### src/rtl/sfx_sequencer.sv
// sfx_sequencer: buffers sfx {id,dur} requests in a FIFO and plays each for dur ticks on the tone generator.
// Optional urgent preemption is compiled in when SFX_PREEMPT_EN is defined.
module sfx_sequencer #(
  parameter int unsigned ID_W  = 4,
  parameter int unsigned DUR_W = 16,
  parameter int unsigned DEPTH = 4
) (
  input  logic                   clock,
  input  logic                   reset,
  input  logic                   sfx_valid,
  input  logic [ID_W-1:0]        sfx_id,
  input  logic [DUR_W-1:0]       sfx_dur,
`ifdef SFX_PREEMPT_EN
  input  logic                   sfx_urgent,
`endif
  output logic                   sfx_stall,
  input  logic                   tick,
  output logic                   tone_on,
  output logic [ID_W-1:0]        tone_id,
  output logic                   done_pulse,
  output logic [$clog2(DEPTH):0] queue_count
);

  localparam int unsigned PTR_W = (DEPTH > 1) ? $clog2(DEPTH) : 1;
  localparam int unsigned CNT_W = $clog2(DEPTH) + 1;

  typedef enum logic [1:0] {IDLE, LOAD, PLAY} state_t;

  state_t            state, state_nxt;
  logic [ID_W-1:0]   fifo_id  [DEPTH];
  logic [DUR_W-1:0]  fifo_dur [DEPTH];
  logic [PTR_W-1:0]  rd_ptr, wr_ptr;
  logic [CNT_W-1:0]  count;
  logic [ID_W-1:0]   id_q;
  logic [DUR_W-1:0]  dur_q;
  logic [DUR_W-1:0]  remaining, remaining_nxt;
  logic              tone_on_nxt, done_nxt;
  logic [ID_W-1:0]   tone_id_nxt;
  logic              full, push, pop, urgent;

`ifdef SFX_PREEMPT_EN
  assign urgent = sfx_valid && sfx_urgent;
`else
  assign urgent = 1'b0;
`endif

  // Stall depends only on occupancy, never on a same-cycle pop.
  assign full        = (count == CNT_W'(DEPTH));
  assign push        = sfx_valid && !full && !urgent;
  assign pop         = (state == IDLE) && (count != '0) && !urgent;
  assign sfx_stall   = sfx_valid && full && !urgent;
  assign queue_count = count;

  always_ff @(posedge clock) begin
    if (urgent) begin
      fifo_id[0]  <= sfx_id;
      fifo_dur[0] <= sfx_dur;
    end else if (push) begin
      fifo_id[wr_ptr]  <= sfx_id;
      fifo_dur[wr_ptr] <= sfx_dur;
    end
  end

  // Urgent request replaces the whole queue with itself.
  always_ff @(posedge clock) begin
    if (reset) begin
      rd_ptr <= '0;
      wr_ptr <= '0;
      count  <= '0;
    end else if (urgent) begin
      rd_ptr <= '0;
      wr_ptr <= PTR_W'(1);
      count  <= CNT_W'(1);
    end else begin
      if (push) wr_ptr <= wr_ptr + PTR_W'(1);
      if (pop)  rd_ptr <= rd_ptr + PTR_W'(1);
      if (push && !pop)      count <= count + CNT_W'(1);
      else if (pop && !push) count <= count - CNT_W'(1);
    end
  end

  always_ff @(posedge clock) begin
    if (reset) begin
      id_q  <= '0;
      dur_q <= '0;
    end else if (pop) begin
      id_q  <= fifo_id[rd_ptr];
      dur_q <= fifo_dur[rd_ptr];
    end
  end

  always_ff @(posedge clock) begin
    if (reset) state <= IDLE;
    else       state <= state_nxt;
  end

  always_comb begin
    state_nxt = state;
    if (urgent) begin
      state_nxt = IDLE;
    end else begin
      case (state)
        IDLE:    if (count != '0) state_nxt = LOAD;
        LOAD:    state_nxt = (dur_q == '0) ? IDLE : PLAY;
        PLAY:    if (tick && remaining == DUR_W'(1)) state_nxt = IDLE;
        default: state_nxt = IDLE;
      endcase
    end
  end

  always_comb begin
    tone_on_nxt   = tone_on;
    tone_id_nxt   = tone_id;
    remaining_nxt = remaining;
    done_nxt      = 1'b0;
    if (urgent) begin
      tone_on_nxt = 1'b0;
    end else begin
      case (state)
        LOAD: begin
          if (dur_q == '0) begin
            done_nxt = 1'b1;
          end else begin
            tone_id_nxt   = id_q;
            remaining_nxt = dur_q;
            tone_on_nxt   = 1'b1;
          end
        end
        PLAY: begin
          if (tick) begin
            if (remaining == DUR_W'(1)) begin
              remaining_nxt = '0;
              tone_on_nxt   = 1'b0;
              done_nxt      = 1'b1;
            end else begin
              remaining_nxt = remaining - DUR_W'(1);
            end
          end
        end
        default: ;
      endcase
    end
  end

  always_ff @(posedge clock) begin
    if (reset) begin
      tone_on    <= 1'b0;
      tone_id    <= '0;
      done_pulse <= 1'b0;
      remaining  <= '0;
    end else begin
      tone_on    <= tone_on_nxt;
      tone_id    <= tone_id_nxt;
      done_pulse <= done_nxt;
      remaining  <= remaining_nxt;
    end
  end

endmodule

### config.mk
export PLATFORM = sky130hd
export DESIGN_NAME = sfx_sequencer
export DESIGN_NICKNAME = d
export VERILOG_FILES = /design/src/rtl/sfx_sequencer.sv
export SDC_FILE = /design/constraint.sdc
export NUM_CORES = 1
export LEC_CHECK = 0
export ABC_AREA = 1
export CORE_ASPECT_RATIO = 0.75
export CORE_UTILIZATION = 45
export DETAILED_ROUTE_END_ITERATION = 7
export SYNTH_ARGS = -nofsm -noshare
export SYNTH_HDL_FRONTEND = slang
export SYNTH_SLANG_ARGS = --single-unit
export TNS_END_PERCENT = 100
### constraint.sdc
create_clock -name clock -period 2.35 [get_ports clock]
set_input_delay 0.235 -clock clock [delete_from_list [all_inputs] [get_ports clock]]
set_output_delay 0.235 -clock clock [all_outputs]
set_load 0.005 [all_outputs]
==> flow_summary.ini, run 1 <==
[status]
status = finished, final reports clean

[placed_design]
place_ws_ps = 316
gp_congestion = 0.839
hpwl_mm = 8.06
place_area_um2 = 6270
dp_cells = 821
port_buffers = 33

[routing]
viasPerCell = 5.06
vias = 4320
wl_per_cell_um = 15.1
first_pass_iters = 6
totalWireLength_mm = 12.8
drc = 0
postRouteAntennaNets = 0
drt-initial-drc-count = 215

[clock_network]
cts_max_path_buffers = 2
path_clk_slew_ps = 60
cts_resized = 0
clk_latency_ps = 410
cts-root-buf = clkbuf_16
cts_hold_buf = 0
cts_tree = yes
clock_sinks = 131
cts_setup_buffers = 0
numCtsBuffers = 17
cts-htree-levels = 4

[cells_and_area]
finalNetCount = 709
final_cell_mix = nor2_1 (155), nand2_1 (93), edfxtp_1 (80)
finalNonFillerCells = 853
area_growth_pct = 18.5
antennaDiodeCount = 0
final_common_cell = nor2_1
final_layout_size_suffix_gt1_share_pct = 8.44
postLayoutCellArea_um2 = 6830

[synthesis]
syn_area_per_cell_um2 = 9.05
syn_nets = 672
syn_area_um2 = 5760
synth.distinct_cells = 27
ys_seq_area_share_pct = 59.4
ys_seq_elements = 131
syn_inst = 637
synth.area.top_cells = edfxtp_1 (42%), dfxtp_1 (18%), nor2_1 (10%)
yosysWarnings = 0
yosysTopAreaCell = edfxtp_1
synth_top_area_share_pct = 41.7

[timing]
hold_violations = 0
fmax_ghz = 0.494
worst_pin_slew_ps = 457
drv_slew = 0
rsz0062_at_grt = false
hold_ws_ps = 452
fin_crit_sh_pct = 86.1
setup_viol = 0
finalClockSkew_ps = 8.32
fin_crit_ps = 2020
layout_setup_ws_ps = 326
max_slew_margin_pct = 69.5
tns_ps = 0

[pwr]
vdd_drop_max_v = 0.000660
p_leak_nw = 2.67
power.density_nw_per_um2 = 1380

[global_routing]
grtUsageMet1_pct = 26.9
grt_use_met3_pct = 5.15
grt_pass1_vias = 4277
grt.total_usage_pct = 21.3
grt_max_degree = 43
gr-total-overflow = 0
grt_antenna_before_repair = 0
grt_pass1_wl_mm = 21.3
use_met2_pct = 36.0
busiest_layer = met2

[setup_path]
cp_max_fo = 3
critPathLaunchType = register
rr_startpoint = state[0]
cpMaxStageDelayCell = fa_1
crit_type = reg2reg
crit_path_end_kind = register
r2r-end = queue_count[2]
crit_chain = inv_1 -> ha_1 -> inv_1 -> a31oi_4 -> inv_1 -> ha_1 -> inv_1 -> fa_1 -> a21oi_1 -> o21ai_0 -> o21ai_0 -> a21oi_1
reg2reg_depth = 12
slowest_delay_ps = 370
ff2ff_setup_slack_ps = 330
crit_arrival_ps = 2320
cpMostUsedCell = inv_1
critical_path_required_ps = 2650
critPathTopFamily = adder cells
cp_num_buf_inv = 4

[floorplan]
coreArea_um2 = 12400
rows = 35
initial_core_util_pct = 46.5
fp.dieW_um = 133
top_level_ports = 34
die_h_um = 100
dieArea_um2 = 13300

[worst_hold_path]
hold_end = fifo_dur[0][0]
hp-start = sfx_dur[0]
holdPathStages = 1
hold_path_class = in2reg

[run]
cap_violations = 0
-- cell usage after synthesis (all sizes together) --
master / count
a21oi: 23
a31oi: 21
buf: 11
clkbuf: 18
dfxtp: 51
edfxtp: 80
fa: 1
ha: 10
inv: 49
nand2: 96
nand3: 33
nand4: 2
nor2: 162
nor3: 1
o21ai: 75
xnor2: 1
xor2: 3
-- how the worst max path moves through the flow --
| stage | startpoint | endpoint | cells after the start |
|---|---|---|---|
| 2_1_floorplan | state[0] | queue_count[2] | 13 |
| 3_3_place_gp | sfx_valid | queue_count[2] | 10 |
| 3_5_place_dp | state[0] | queue_count[2] | 12 |
| 4_1_cts | state[0] | queue_count[2] | 12 |
| 5_1_grt | state[0] | queue_count[2] | 12 |
| 6_report | state[0] | queue_count[2] | 12 |
-- area by class of cell --
type / instances / area (µm²)
clock buffer: 18 / 429
multi-input combinational: 428 / 2010
tap: 166 / 208
timing repair buffer: 47 / 448
sequential: 131 / 3420
fill: 1084 / 5560
clock inverter: 14 / 129
inverter: 49 / 184
-- through the flow --
stage | util (%) | total power, mW
after floorplan | - | 5.99
after global placement | 50.6 | 6.89
after detailed placement | 50.6 | 6.97
after CTS | 55.1 | 9.47
after global routing | 55.1 | 10.2
final | 55.1 | 9.41
-- per-layer routing --
layer | routed length (µm) | share of wire [%]
met4 | 150 | 1.2
met3 | 834 | 6.5
met5 | 0 | 0
met1 | 5950 | 46
met2 | 5900 | 46
-- flip-flops by register name (all words and copies together), names as in the netlist, 3 cells and up --
signal	flops
queue_count	3
dur_q	16
fifo_id	16
id_q	4
tone_id	4
remaining	16
fifo_dur	64
-- where the power goes --
part | internal, mW | switching [mW] | total, mW
registers | 2.95 | 0.328 | 3.27
clock network | 1.46 | 1.01 | 2.47
logic | 1.25 | 2.41 | 3.66
-- kinds of logic (layout without fill, tap and decap cells) --
logic type | Yosys count | count (layout) | synth area share (%)
compound gates | 119 | 119 | 11.1
xor+xnor | 4 | 4 | 0.608
fa+ha+maj | 11 | 11 | 2.52
buf+inv | 78 | 128 | 5.75
flops | 131 | 131 | 59.4
simple gates | 294 | 294 | 20.7
No activity file was read; power rests on OpenSTA's default activity.
==> run 2, diff against run 1 <==
--- a/config.mk
+++ b/config.mk
@@ -6,7 +6,6 @@
 export NUM_CORES = 1
 export LEC_CHECK = 0
 export ABC_AREA = 1
-export CORE_ASPECT_RATIO = 0.75
 export CORE_UTILIZATION = 45
 export DETAILED_ROUTE_END_ITERATION = 7
 export SYNTH_ARGS = -nofsm -noshare
==> flow_summary.ini, run 2 (synthesis gave the netlist of run 1 again) <==
[setup_path]
crit_chain = inv_1 -> ha_1 -> inv_1 -> a31oi_4 -> inv_1 -> ha_1 -> inv_1 -> fa_1 -> a21oi_1 -> o21ai_0 -> o21ai_0 -> a21oi_1
slowest_delay_ps = 380
critPathTopFamily = adder cells
reg2reg_depth = 12
cpMostUsedCell = inv_1
cp_num_buf_inv = 4
rr_startpoint = state[0]
cp_max_fo = 3
crit_arrival_ps = 2380
cpMaxStageDelayCell = fa_1
critical_path_required_ps = 2650
crit_path_end_kind = register
crit_type = reg2reg
critPathLaunchType = register
r2r-end = queue_count[2]
ff2ff_setup_slack_ps = 260

[clock_network]
path_clk_slew_ps = 60
clk_latency_ps = 420
cts_max_path_buffers = 2
cts-htree-levels = 4
cts_tree = yes
clock_sinks = 131
cts_setup_buffers = 0
cts_resized = 0
cts_hold_buf = 0
cts-root-buf = clkbuf_16
numCtsBuffers = 17

[routing]
drt-initial-drc-count = 330
drc = 0
wl_met2_mm = 5.94
top_layer = met4
viasPerCell = 4.96
wl_per_cell_um = 14.9
first_pass_iters = 4
met3_length_um = 571
vias = 4245
wl_met1_mm = 5.91
postRouteAntennaNets = 0
totalWireLength_mm = 12.7

[placed_design]
place_area_um2 = 6270
port_buffers = 33
gp_congestion = 0.927
hpwl_mm = 7.86

[pwr]
p_leak_nw = 2.68
power_mw = 9.43
vdd_drop_max_v = 0.000670
power.density_nw_per_um2 = 1380

[global_routing]
grt_antenna_before_repair = 0
grt_pass1_vias = 4110
grt.total_usage_pct = 21.4
gr-total-overflow = 0
grt_max_degree = 49
grt_pass1_wl_mm = 21.2

[cells_and_area]
final_layout_size_suffix_gt1_share_pct = 8.88
largest_reg_flops = 64
final_cell_mix = nor2_1 (155), nand2_1 (93), edfxtp_1 (80)
final_util_pct = 55.9
nFillCells = 1113
area_growth_pct = 18.8
antennaDiodeCount = 0
finalNetCount = 709
postLayoutCellArea_um2 = 6850
final_common_cell = nor2_1
regMostFlops = fifo_dur

[timing]
fmax_ghz = 0.479
rsz0062_at_grt = false
fin_crit_ps = 2090
finalClockSkew_ps = 7.93
hold_violations = 0
fin_crit_sh_pct = 88.8
setup_viol = 0
drv_slew = 0
max_slew_margin_pct = 69.9
tns_ps = 0
worst_pin_slew_ps = 451

[floorplan]
coreArea_um2 = 12300
top_level_ports = 34
initial_core_util_pct = 47.0
dieArea_um2 = 13300
die_h_um = 115
fp.dieW_um = 115
rows = 40

[worst_hold_path]
hp-start = sfx_dur[3]
hold_path_class = in2reg
hold_end = fifo_dur[2][3]
holdPathStages = 1

[run]
cap_violations = 0

[status]
status = finished, final reports clean
## run 2: routing by layer
| layer | track usage (%) | vias to the layer above |
|---|---|---|
| li1 | - | 2193 |
| met1 | 27.4 | 1955 |
| met2 | 34.9 | 76 |
| met3 | 5.43 | 21 |
| met4 | 8.57 | 0 |
| met5 | 0 | - |
## run 2: worst reg2reg max path, delay by kind of cell (launching register included)
kind | cells | cell delay (ps)
AOI/OAI and AO/OA | 5 | 520
buffers and inverters | 4 | 340
adders and majority gates | 3 | 740
DFF | 1 | 370
## run 2: worst max-delay path by stage
stage                    from             end  slack (ps)  cells after the start
finish               state[0]  queue_count[2]         260                     12
global route         state[0]  queue_count[2]          20                     12
CTS                  state[0]  queue_count[2]         280                     12
detailed placement   state[0]  queue_count[2]         310                     12
global placement    sfx_valid  queue_count[2]         380                     10
floorplan            state[0]  queue_count[2]         310                     13
## run 2: stage by stage
stage	hold WS, ps	worst slack [ps]	cells
after floorplan	304	308	637
after global placement	452	377	823
after detailed placement	461	306	823
after CTS	428	275	855
after global routing	432	15.5	855
final	444	263	855
## run 2: layout make-up
type / instances / area, µm² / area share, %
clock buffer: 17 / 425 / 6.21
clock inverter: 15 / 150 / 2.19
inverter: 49 / 184 / 2.69
multi-input combinational: 428 / 2010 / 29.3
sequential: 131 / 3420 / 50.0
tap: 168 / 210 / 3.07
timing repair buffer: 47 / 448 / 6.54
## run 2: power breakdown
group / total, mW / internal [mW] / switching, mW / leakage (nW)
combinational: 3.64 / 1.25 / 2.39 / 1.25
clock: 2.53 / 1.48 / 1.05 / 0.268
sequential: 3.26 / 2.95 / 0.311 / 1.15
